[src/rtl/vend_pkg.sv]
// Shared vend datapath definitions: coin values, one-hot coin codes, dispenser states.
// Latency: n/a (constants and types only).
// Backpressure: n/a.
// Contents: coin value constants, coin bit indices and one-hot codes, dispenser state enum.
package vend_pkg;

    // Coin values in cents
    localparam int NICKEL_VAL  = 5;
    localparam int DIME_VAL    = 10;
    localparam int QUARTER_VAL = 25;

    // Bit positions within coin_out / inv_empty / availability vectors
    localparam int NICKEL_BIT  = 0;
    localparam int DIME_BIT    = 1;
    localparam int QUARTER_BIT = 2;

    // One-hot coin codes
    localparam logic [2:0] COIN_NONE    = 3'b000;
    localparam logic [2:0] COIN_NICKEL  = 3'b001;
    localparam logic [2:0] COIN_DIME    = 3'b010;
    localparam logic [2:0] COIN_QUARTER = 3'b100;

    typedef enum logic [2:0] {
        ST_IDLE     = 3'd0,
        ST_DISPENSE = 3'd1,
        ST_GAP      = 3'd2,
        ST_DONE     = 3'd3,
        ST_FAULT    = 3'd4
    } disp_state_t;

endpackage

[src/rtl/change_dispenser_if.sv]
// Request/status bundle between the vend controller and the change dispenser.
// Latency: n/a (wiring only).
// Backpressure: none; load is only honoured while the dispenser is idle (busy low).
// Ports: master drives load/change_in/ack/refill; slave drives coin_out/remaining/busy/done/fault/inv_empty.
interface change_dispenser_if #(
    parameter int AMT_W = 8
);
    logic             load;
    logic [AMT_W-1:0] change_in;
    logic             ack;
    logic             refill;
    logic [2:0]       coin_out;
    logic [AMT_W-1:0] remaining;
    logic             busy;
    logic             done;
    logic             fault;
    logic [2:0]       inv_empty;

    modport master (
        output load, change_in, ack, refill,
        input  coin_out, remaining, busy, done, fault, inv_empty
    );

    modport slave (
        input  load, change_in, ack, refill,
        output coin_out, remaining, busy, done, fault, inv_empty
    );
endinterface

[src/rtl/coin_select.sv]
// Greedy coin picker: largest coin not exceeding remaining whose inventory is nonzero.
// Latency: combinational.
// Backpressure: none.
// Ports: remaining (cents), avail (per-coin inventory nonzero) -> pick (one-hot, 0 if none fits), value (cents).
module coin_select
    import vend_pkg::*;
#(
    parameter int AMT_W = 8
) (
    input  logic [AMT_W-1:0] remaining,
    input  logic [2:0]       avail,
    output logic [2:0]       pick,
    output logic [AMT_W-1:0] value
);

    always_comb begin
        pick  = COIN_NONE;
        value = '0;
        if (avail[QUARTER_BIT] && (remaining >= AMT_W'(QUARTER_VAL))) begin
            pick  = COIN_QUARTER;
            value = AMT_W'(QUARTER_VAL);
        end else if (avail[DIME_BIT] && (remaining >= AMT_W'(DIME_VAL))) begin
            pick  = COIN_DIME;
            value = AMT_W'(DIME_VAL);
        end else if (avail[NICKEL_BIT] && (remaining >= AMT_W'(NICKEL_VAL))) begin
            pick  = COIN_NICKEL;
            value = AMT_W'(NICKEL_VAL);
        end
    end

endmodule

[src/rtl/change_dispenser.sv]
// Pays out a change amount one coin per pulse (greedy quarter/dime/nickel) and tracks inventory.
// Latency: n coins -> coin k after edge 2k-1, done after edge 2n, busy falls at edge 2n+1.
// Backpressure: load ignored unless idle; fault holds until ack or clr.
// Ports: clk_1Hz, clr (async, active-high), bus (slave: load/change_in/ack/refill in; coin_out/remaining/busy/done/fault/inv_empty out).
module change_dispenser
    import vend_pkg::*;
#(
    parameter int AMT_W  = 8,
    parameter int INV_W  = 4,
    parameter int INIT_Q = 8,
    parameter int INIT_D = 8,
    parameter int INIT_N = 8
) (
    input  logic               clk_1Hz,
    input  logic               clr,
    change_dispenser_if.slave  bus
);

    disp_state_t      state, state_nxt;

    logic [AMT_W-1:0] remaining_q, remaining_nxt;
    logic [2:0]       coin_q, coin_nxt;
    logic             busy_q, busy_nxt;
    logic             done_q, done_nxt;
    logic             fault_q, fault_nxt;
    logic [INV_W-1:0] inv_q, inv_d, inv_n;
    logic [INV_W-1:0] inv_q_nxt, inv_d_nxt, inv_n_nxt;

    logic [2:0]       avail;
    logic [2:0]       pick;
    logic [AMT_W-1:0] pick_val;

    assign avail[QUARTER_BIT] = (inv_q != '0);
    assign avail[DIME_BIT]    = (inv_d != '0);
    assign avail[NICKEL_BIT]  = (inv_n != '0);

    coin_select #(.AMT_W(AMT_W)) u_sel (
        .remaining (remaining_q),
        .avail     (avail),
        .pick      (pick),
        .value     (pick_val)
    );

    always_ff @(posedge clk_1Hz or posedge clr) begin
        if (clr) state <= ST_IDLE;
        else     state <= state_nxt;
    end

    always_comb begin
        state_nxt     = state;
        remaining_nxt = remaining_q;
        coin_nxt      = COIN_NONE;      // pulses last exactly one cycle
        busy_nxt      = busy_q;
        done_nxt      = 1'b0;
        fault_nxt     = fault_q;
        inv_q_nxt     = inv_q;
        inv_d_nxt     = inv_d;
        inv_n_nxt     = inv_n;

        unique case (state)
            ST_IDLE: begin
                if (bus.refill) begin
                    inv_q_nxt = INV_W'(INIT_Q);
                    inv_d_nxt = INV_W'(INIT_D);
                    inv_n_nxt = INV_W'(INIT_N);
                end else if (bus.load) begin
                    if (bus.change_in == '0) begin
                        state_nxt = ST_DONE;
                        done_nxt  = 1'b1;
                    end else if ((bus.change_in % AMT_W'(NICKEL_VAL)) != '0) begin
                        // Not payable in any coin mix; report the owed amount.
                        state_nxt     = ST_FAULT;
                        remaining_nxt = bus.change_in;
                        fault_nxt     = 1'b1;
                        busy_nxt      = 1'b1;
                    end else begin
                        state_nxt     = ST_DISPENSE;
                        remaining_nxt = bus.change_in;
                        busy_nxt      = 1'b1;
                    end
                end
            end

            ST_DISPENSE: begin
                if (pick != COIN_NONE) begin
                    coin_nxt      = pick;
                    remaining_nxt = remaining_q - pick_val;
                    if (pick[QUARTER_BIT]) inv_q_nxt = inv_q - INV_W'(1);
                    if (pick[DIME_BIT])    inv_d_nxt = inv_d - INV_W'(1);
                    if (pick[NICKEL_BIT])  inv_n_nxt = inv_n - INV_W'(1);
                    state_nxt = ST_GAP;
                end else begin
                    state_nxt = ST_FAULT;
                    fault_nxt = 1'b1;
                    busy_nxt  = 1'b1;
                end
            end

            ST_GAP: begin
                if (remaining_q == '0) begin
                    state_nxt = ST_DONE;
                    done_nxt  = 1'b1;
                end else begin
                    state_nxt = ST_DISPENSE;
                end
            end

            ST_DONE: begin
                state_nxt = ST_IDLE;
                busy_nxt  = 1'b0;
            end

            ST_FAULT: begin
                fault_nxt = 1'b1;
                busy_nxt  = 1'b1;
                // Refill is allowed while faulted so the operator can restock before acking.
                if (bus.refill) begin
                    inv_q_nxt = INV_W'(INIT_Q);
                    inv_d_nxt = INV_W'(INIT_D);
                    inv_n_nxt = INV_W'(INIT_N);
                end
                if (bus.ack) begin
                    state_nxt     = ST_IDLE;
                    remaining_nxt = '0;
                    fault_nxt     = 1'b0;
                    busy_nxt      = 1'b0;
                end
            end

            default: begin
                state_nxt = ST_IDLE;
            end
        endcase
    end

    always_ff @(posedge clk_1Hz or posedge clr) begin
        if (clr) begin
            remaining_q <= '0;
            coin_q      <= COIN_NONE;
            busy_q      <= 1'b0;
            done_q      <= 1'b0;
            fault_q     <= 1'b0;
            inv_q       <= INV_W'(INIT_Q);
            inv_d       <= INV_W'(INIT_D);
            inv_n       <= INV_W'(INIT_N);
        end else begin
            remaining_q <= remaining_nxt;
            coin_q      <= coin_nxt;
            busy_q      <= busy_nxt;
            done_q      <= done_nxt;
            fault_q     <= fault_nxt;
            inv_q       <= inv_q_nxt;
            inv_d       <= inv_d_nxt;
            inv_n       <= inv_n_nxt;
        end
    end

    assign bus.coin_out  = coin_q;
    assign bus.remaining = remaining_q;
    assign bus.busy      = busy_q;
    assign bus.done      = done_q;
    assign bus.fault     = fault_q;

    assign bus.inv_empty[QUARTER_BIT] = (inv_q == '0);
    assign bus.inv_empty[DIME_BIT]    = (inv_d == '0);
    assign bus.inv_empty[NICKEL_BIT]  = (inv_n == '0);

endmodule

[src/flat_wrapper.sv]
// flat-port wrapper written by rule: the top's interface ports become plain ports
module change_dispenser_flat import vend_pkg::*;
#(
    parameter int AMT_W  = 8,
    parameter int INV_W  = 4,
    parameter int INIT_Q = 8,
    parameter int INIT_D = 8,
    parameter int INIT_N = 8
)
  (clk_1Hz, clr, bus_load, bus_change_in, bus_ack, bus_refill, bus_coin_out, bus_remaining, bus_busy, bus_done, bus_fault, bus_inv_empty);
  change_dispenser_if #(.AMT_W(AMT_W)) bus_i ();
  input  logic clk_1Hz;
  input  logic clr;
  input wire logic [$bits(bus_i.load)-1:0] bus_load;
  input wire logic [$bits(bus_i.change_in)-1:0] bus_change_in;
  input wire logic [$bits(bus_i.ack)-1:0] bus_ack;
  input wire logic [$bits(bus_i.refill)-1:0] bus_refill;
  output wire logic [$bits(bus_i.coin_out)-1:0] bus_coin_out;
  output wire logic [$bits(bus_i.remaining)-1:0] bus_remaining;
  output wire logic [$bits(bus_i.busy)-1:0] bus_busy;
  output wire logic [$bits(bus_i.done)-1:0] bus_done;
  output wire logic [$bits(bus_i.fault)-1:0] bus_fault;
  output wire logic [$bits(bus_i.inv_empty)-1:0] bus_inv_empty;
  assign bus_i.load = bus_load;
  assign bus_i.change_in = bus_change_in;
  assign bus_i.ack = bus_ack;
  assign bus_i.refill = bus_refill;
  assign bus_coin_out = bus_i.coin_out;
  assign bus_remaining = bus_i.remaining;
  assign bus_busy = bus_i.busy;
  assign bus_done = bus_i.done;
  assign bus_fault = bus_i.fault;
  assign bus_inv_empty = bus_i.inv_empty;
  change_dispenser #(.AMT_W(AMT_W), .INV_W(INV_W), .INIT_Q(INIT_Q), .INIT_D(INIT_D), .INIT_N(INIT_N)) u_core (.clk_1Hz(clk_1Hz), .clr(clr), .bus(bus_i));
endmodule
[config.mk]
export PLATFORM = sky130hd
export DESIGN_NAME = change_dispenser_flat
export DESIGN_NICKNAME = d
export VERILOG_FILES = /design/src/rtl/vend_pkg.sv /design/src/rtl/change_dispenser_if.sv /design/src/rtl/coin_select.sv /design/src/rtl/change_dispenser.sv /design/src/flat_wrapper.sv
export SDC_FILE = /design/constraint.sdc
export NUM_CORES = 1
export LEC_CHECK = 0
export CORE_MARGIN = 1.5
export CORE_UTILIZATION = 43
export DETAILED_ROUTE_END_ITERATION = 16
export PLACE_DENSITY_LB_ADDON = 0.1
export SKIP_LAST_GASP = 1
export SYNTH_ARGS = -nofsm -noshare
export SYNTH_HDL_FRONTEND = slang
export SYNTH_SLANG_ARGS = --single-unit
[constraint.sdc]
create_clock -name clk_1Hz -period 8.62 [get_ports clk_1Hz]
set_clock_uncertainty 0.1 [all_clocks]
set_input_delay 0.862 -clock clk_1Hz [delete_from_list [all_inputs] [get_ports clk_1Hz]]
set_output_delay 0.862 -clock clk_1Hz [all_outputs]
set_load 0.1 [all_outputs]
==> key figures, run 1 <==
Critical path
  • FF-to-FF End: u_core.bus.remaining[5]
  • Flop-to-flop setup slack: 5.25 ns
  • CP Cell Sequence: clkdlybuf4s50_1, xor2_1, o21ai_0, a221oi_1, o211a_2, ha_1, inv_1, o21a_1, o31a_1, o22ai_1, xnor2_1, a32o_1
  • Slowest-stage cell, CP: clkdlybuf4s50_1
  • CP Class: in -> reg
  • CP max stage delay: 0.77 ns
  • Reg2Reg Depth: 13
  • Origin of the critical flop-to-flop path: u_core.inv_d[0]
  • Top cell family by delay on the critical path: compound AO/OA/AOI/OAI gates
  • CP bufs+invs: 2
  • Critical Path Fanout Max: 16
  • Critical path arrival: 3.65 ns
  • Worst endpoint required time: 8.70 ns
  • Worst Setup End Kind: flop
  • CP startpoint kind: input port

Logic synthesis
  • Sequential area share after synthesis: 31.8%
  • Post-synth EDFFs: 0
  • Gate count of the mapped netlist: 265
  • Mean post-synth cell area: 8.65 µm²
  • Yosys reg bits: 29
  • Primary FF master, synth: dfrtp_1
  • Post-synth net total: 291
  • Post-synth top area share: 28.4%
  • Post-Syn Area: 0.00229 mm²
  • Asr flop ratio synth: 100%
  • Yosys top cell by area: dfrtp_1
  • Unique masters post-synth: 57
  • Yosys warns: 0
  • Synth area leaders: dfrtp_1 28%, ha_1 6.6%, o21ai_0 4.1%

Clock tree
  • H-Tree Depth: 2
  • CTS tree: yes
  • Clk_lat worst skew: 0.28 ns
  • Register clock-pin slew on the reported worst setup and hold paths: 0.07 ns
  • Post-cts sizing count: 0
  • CTS Sinks: 29
  • Post-CTS setup repair buffer count: 0
  • CTS Hold Bufs: 0
  • CTS max path bufs: 2
  • Root Buffer Master: clkbuf_8
  • Num CTS Buffers: 5

STA
  • Min Tclk post-route: 3.58 ns
  • Highest clock rate: 280 MHz
  • Final setup viols: 0
  • Tightest Pin Transition: 0.975 ns
  • Endpoints failing hold: 0
  • Slew margin rel.: 34.8%
  • Hold Slack: 0.430 ns
  • Max Slew Vio Count: 0
  • Setup TNS: 0 ns
  • RSZ-0062 raised after global routing: no
  • Final period util: 41.5%

Placement
  • Port bufs: 29
  • DP Wirelength: 3880 µm
  • Routability congestion estimate: 0.808

Drt
  • Vias per cell: 5.50
  • Initial drt markers: 130
  • Vias: 1986
  • DRC errors left: 0
  • Highest Signal Layer: met4
  • DR WL/cell: 14.5 µm
  • First drt pass iteration count: 4
  • Wire length on met2: 2390 µm
  • Final wirelength: 5230 µm
  • WL met1: 2610 µm
  • Antenna Nets Post-Route: 0
  • Metal3 WL: 172 µm

GRT
  • Vias in the first global route: 1931
  • Congestion Overflow GR: 0
  • GRT Util Overall: 19.5%
  • Largest net degree at the start of global routing: 30
  • Global-route wire length before repair: 9110 µm
  • Initial antenna violation count: 0

Finish
  • # fillers: 495
  • N_diodes: 0
  • P&R area growth vs syn: 19.3%
  • Layout cell share with drive strength beyond 1: 7.90%
  • Final #Nets: 316

Pwr
  • Power per cell area: 320 mW/mm²
  • Leak Pwr: 0.00112 µW
  • Peak supply drop: 218 µV

Job
  • Max Cap Viol: 0

Min path
  • Hold Path Class: reg -> reg
  • Hold Crit Start: u_core.inv_d[0]
  • Worst hold endpoint: u_core.inv_d[0]
  • WHS Path Cells: 1

Floorplan
  • DIE WIDTH: 76.0 µm
  • Ports: 30
  • Initial core utilization: 44.9%
  • Die height: 76.0 µm
  • Core area: 0.00511 mm²
  • Total die area: 0.00578 mm²
  • Row count: 26

Run status
  • Status: finished clean
## synthesized netlist by cell type, types with 7 or more instances
library cell  number
buf_2              8
dfrtp_1           26
xor2_1             7
nor2b_1            7
nand2_1           25
nand3_1            8
nor3_1             8
nor2_1            20
o21ai_0           19
ha_1              12
nor3b_1            7
inv_1             22
a21oi_1            9
## final cells by class
cell class	instances	area, µm²	area share [%]
clock buffer	7	86.3	3.16
clock inverter	1	30.0	1.10
inverter	22	82.6	3.02
multi-input combinational	201	1410	51.7
sequential	29	729	26.7
tap	70	87.6	3.20
timing repair buffer	31	305	11.2
## power by group
part           total (µW)  leakage (µW)  internal, µW  switching [µW]
registers             209      0.000372           165            44.7
clock network         148     0.0000585          94.1            54.0
logic                 518      0.000689           171             348
total                 876       0.00112           429             447
## flip-flops by register name (all words and copies together) (netlist names)
signal and count:
u_core.bus.busy 1, u_core.bus.coin_out 3, u_core.bus.done 1, u_core.bus.fault 1
u_core.bus.remaining 8, u_core.inv_d 4, u_core.inv_n 4, u_core.inv_q 4
u_core.state 3
## per-layer routing
metal  vias up  track usage, %
li1       1012               -
met1       940            26.5
met2        28            30.5
met3         6            5.27
met4         0            6.11
met5         -               0
## through the flow
stage	total power [µW]	std cells	setup WS [ns]	cell area, µm²	utilization, %
2_1_floorplan	612	265	3.33	2290	-
3_3_place_gp	723	353	4.84	2620	51.2
3_5_place_dp	728	353	4.75	2620	51.2
4_1_cts	880	361	5.06	2730	53.5
5_1_grt	937	361	4.75	2730	53.5
6_report	876	361	5.04	2730	53.5
## how the worst max path moves through the flow
stage	cells past startpoint	end	from	slack, ns
2_1_floorplan	13	u_core.bus.remaining[5]	u_core.inv_d[0]	3.33
3_3_place_gp	12	u_core.state[0]	bus_change_in[2]	4.84
3_5_place_dp	12	u_core.state[0]	bus_change_in[4]	4.75
4_1_cts	12	u_core.state[0]	bus_change_in[2]	5.06
5_1_grt	12	u_core.state[0]	bus_change_in[2]	4.75
6_report	12	u_core.state[0]	bus_change_in[2]	5.04
## placed cells by master, fill, tap and decap left out, types with 3 or more instances in the layout
cell type / Yosys / layout
a2111oi_4: 3 / 3
a21oi_1: 9 / 9
a22o_1: 4 / 4
a22oi_1: 3 / 3
a31oi_1: 4 / 4
a32o_1: 3 / 3
clkbuf_8: 0 / 6
clkdlybuf4s50_1: 0 / 29
dfrtp_1: 26 / 26
dfstp_2: 3 / 3
ha_1: 12 / 12
inv_1: 22 / 22
nand2_1: 25 / 25
nand2b_1: 4 / 4
nand3_1: 8 / 8
nor2_1: 20 / 20
nor2b_1: 7 / 7
nor3_1: 8 / 8
nor3b_1: 7 / 7
nor4_1: 4 / 4
o21ai_0: 19 / 19
o31ai_1: 3 / 3
or3_1: 3 / 3
xnor2_1: 6 / 6
xor2_1: 7 / 7
## cells by family (layout without fill, tap and decap cells)
kind of cell / after synthesis / after routing / synth area share [%]
AND/OR/NAND/NOR: 101 / 101 / 23.6
AO/OA/AOI/OAI: 74 / 74 / 25.6
buffers and inverters: 35 / 61 / 6.55
flip-flops: 29 / 29 / 31.8
adder cells (fa/ha/maj): 13 / 13 / 7.42
XOR/XNOR: 13 / 13 / 4.97
(Power assumes the default switching activity.)
==> run 2, diff against run 1 <==
clock period = 3.3 ns   (was 8.62 ns; I/O delays follow)
==> key figures, run 2 (synthesis results as in run 1) <==
Run status
  • Status: finished clean

Critical path
  • Origin of the critical flop-to-flop path: u_core.bus.remaining[4]
  • FF-to-FF End: u_core.bus.remaining[6]
  • Critical path arrival: 3.14 ns
  • Worst endpoint required time: 3.37 ns
  • Worst Setup End Kind: flop
  • Reg2Reg Depth: 14
  • CP startpoint kind: flop
  • Critical Path Fanout Max: 5
  • Flop-to-flop setup slack: 0.23 ns
  • CP Class: reg -> reg

Clock tree
  • Post-CTS setup repair buffer count: 0
  • Num CTS Buffers: 5
  • CTS tree: yes
  • CTS Hold Bufs: 0
  • CTS Sinks: 29
  • Clk_lat worst skew: 0.28 ns
  • CTS max path bufs: 2
  • Post-cts sizing count: 0
  • Register clock-pin slew on the reported worst setup and hold paths: 0.07 ns
  • Root Buffer Master: clkbuf_8
  • H-Tree Depth: 2

STA
  • Highest clock rate: 325 MHz
  • Slew margin rel.: 35.1%
  • Endpoints failing hold: 0
  • RSZ-0062 raised after global routing: no
  • Final period util: 93.1%
  • Tightest Pin Transition: 0.970 ns
  • Min Tclk post-route: 3.07 ns
  • Max Slew Vio Count: 0
  • Final setup viols: 0

Drt
  • DRC errors left: 0
  • Final wirelength: 5390 µm
  • Antenna Nets Post-Route: 0
  • Vias per cell: 5.59
  • First drt pass iteration count: 4
  • Vias: 2109
  • Initial drt markers: 139
  • DR WL/cell: 14.3 µm

GRT
  • GRT Util Overall: 20.0%
  • Congestion Overflow GR: 0
  • Global-route wire length before repair: 9410 µm
  • Initial antenna violation count: 0
  • Vias in the first global route: 2025
  • Largest net degree at the start of global routing: 30

Floorplan
  • Initial core utilization: 44.9%
  • Die height: 76.0 µm
  • Ports: 30
  • Total die area: 0.00578 mm²
  • Core area: 0.00511 mm²
  • Row count: 26
  • DIE WIDTH: 76.0 µm

Placement
  • Dpl cell area: 0.00279 mm²
  • DP Wirelength: 4260 µm
  • Routability congestion estimate: 0.857
  • Port bufs: 29
  • DP Cell Count: 369

Pwr
  • Peak supply drop: 961 µV
  • Power, Total: 2360 µW
  • Leak Pwr: 0.00123 µW
  • Power per cell area: 815 mW/mm²

Finish
  • Register area: 729 µm²
  • Final Cell Area: 0.00289 mm²
  • Most common cell after layout, fill and taps aside: dfrtp_1
  • Commonest non-fill, non-tap cells in the layout: 26 x dfrtp_1, 25 x nand2_1, 24 x buf_4
  • Final #Nets: 332
  • # fillers: 477
  • Layout cell share with drive strength beyond 1: 18.2%
  • P&R area growth vs syn: 26.1%
  • Area of the multi-input gates: 0.00148 mm²
  • Non-Filler Instances: 377
  • N_diodes: 0
  • Largest register FFs: 8

Job
  • Max Cap Viol: 0

Min path
  • Hold Path Class: in -> async
==> run 2: cell types whose count changed in the layout (fill, tap and decap cells not counted), moves of 3 or more <==
| cell | delta |
|---|---|
| clkdlybuf4s50_1 | -6 |
| o21ai_1 | +3 |
| a21oi_2 | +3 |
| a21oi_1 | -3 |
| nor3b_1 | -3 |
| buf_4 | +22 |
| nor3b_4 | +3 |
| o21ai_0 | -3 |
==> run 2: area by class of cell <==
class                      instances  area share [%]
inverter                          22            2.86
clock inverter                     1           0.173
timing repair buffer              47            14.2
tap                               70            3.03
multi-input combinational        201            51.2
sequential                        29            25.2
clock buffer                       7            3.33
==> run 2: power by group <==
group	leakage [µW]	switching [µW]	internal (µW)
logic	0.000799	991	528
registers	0.000372	85.1	430
clock network	0.0000542	134	188
==> run 2: per-layer routing <==
metal | wire (µm) | vias to the layer above | GRT usage [%]
met5 | 0 | - | 0
met4 | 59 | 0 | 6.11
li1 | - | 1047 | -
met2 | 2750 | 43 | 34.7
met3 | 148 | 6 | 2.87
met1 | 2430 | 1013 | 25.8
==> run 2: through the flow <==
step	hold WS [ns]	setup TNS, ns	setup slack, ns	utilization (%)
final	0.339	0	0.227	56.6
after global routing	0.370	0	0.00447	56.6
after CTS	0.357	0	0.220	56.6
after detailed placement	0.421	0	0.0869	54.6
after global placement	0.407	0	0.164	54.6
after floorplan	0.306	-0.385	-0.188	-
==> run 2: critical path, cell delays in order (launching register included) <==
cell and delay, ns:
dfrtp_1 0.38, nor4_1 0.41, a21oi_2 0.17, a211o_1 0.32, nand2_1 0.09, ha_1 0.19
inv_1 0.07, fa_2 0.35, nand2_1 0.07, nand2_1 0.06, a21oi_2 0.16, nor2b_1 0.06
nor3_1 0.25, o21ai_1 0.09, a22o_1 0.19
==> run 2: how the worst max path moves through the flow <==
stage                                   end               startpoint  cells past startpoint
finish              u_core.bus.remaining[6]  u_core.bus.remaining[4]                     14
CTS                 u_core.bus.remaining[6]          u_core.inv_d[0]                     16
global placement            u_core.state[0]         bus_change_in[4]                     12
global route        u_core.bus.remaining[7]  u_core.bus.remaining[2]                     12
detailed placement          u_core.state[0]         bus_change_in[4]                     12
floorplan           u_core.bus.remaining[6]          u_core.inv_d[0]                     16
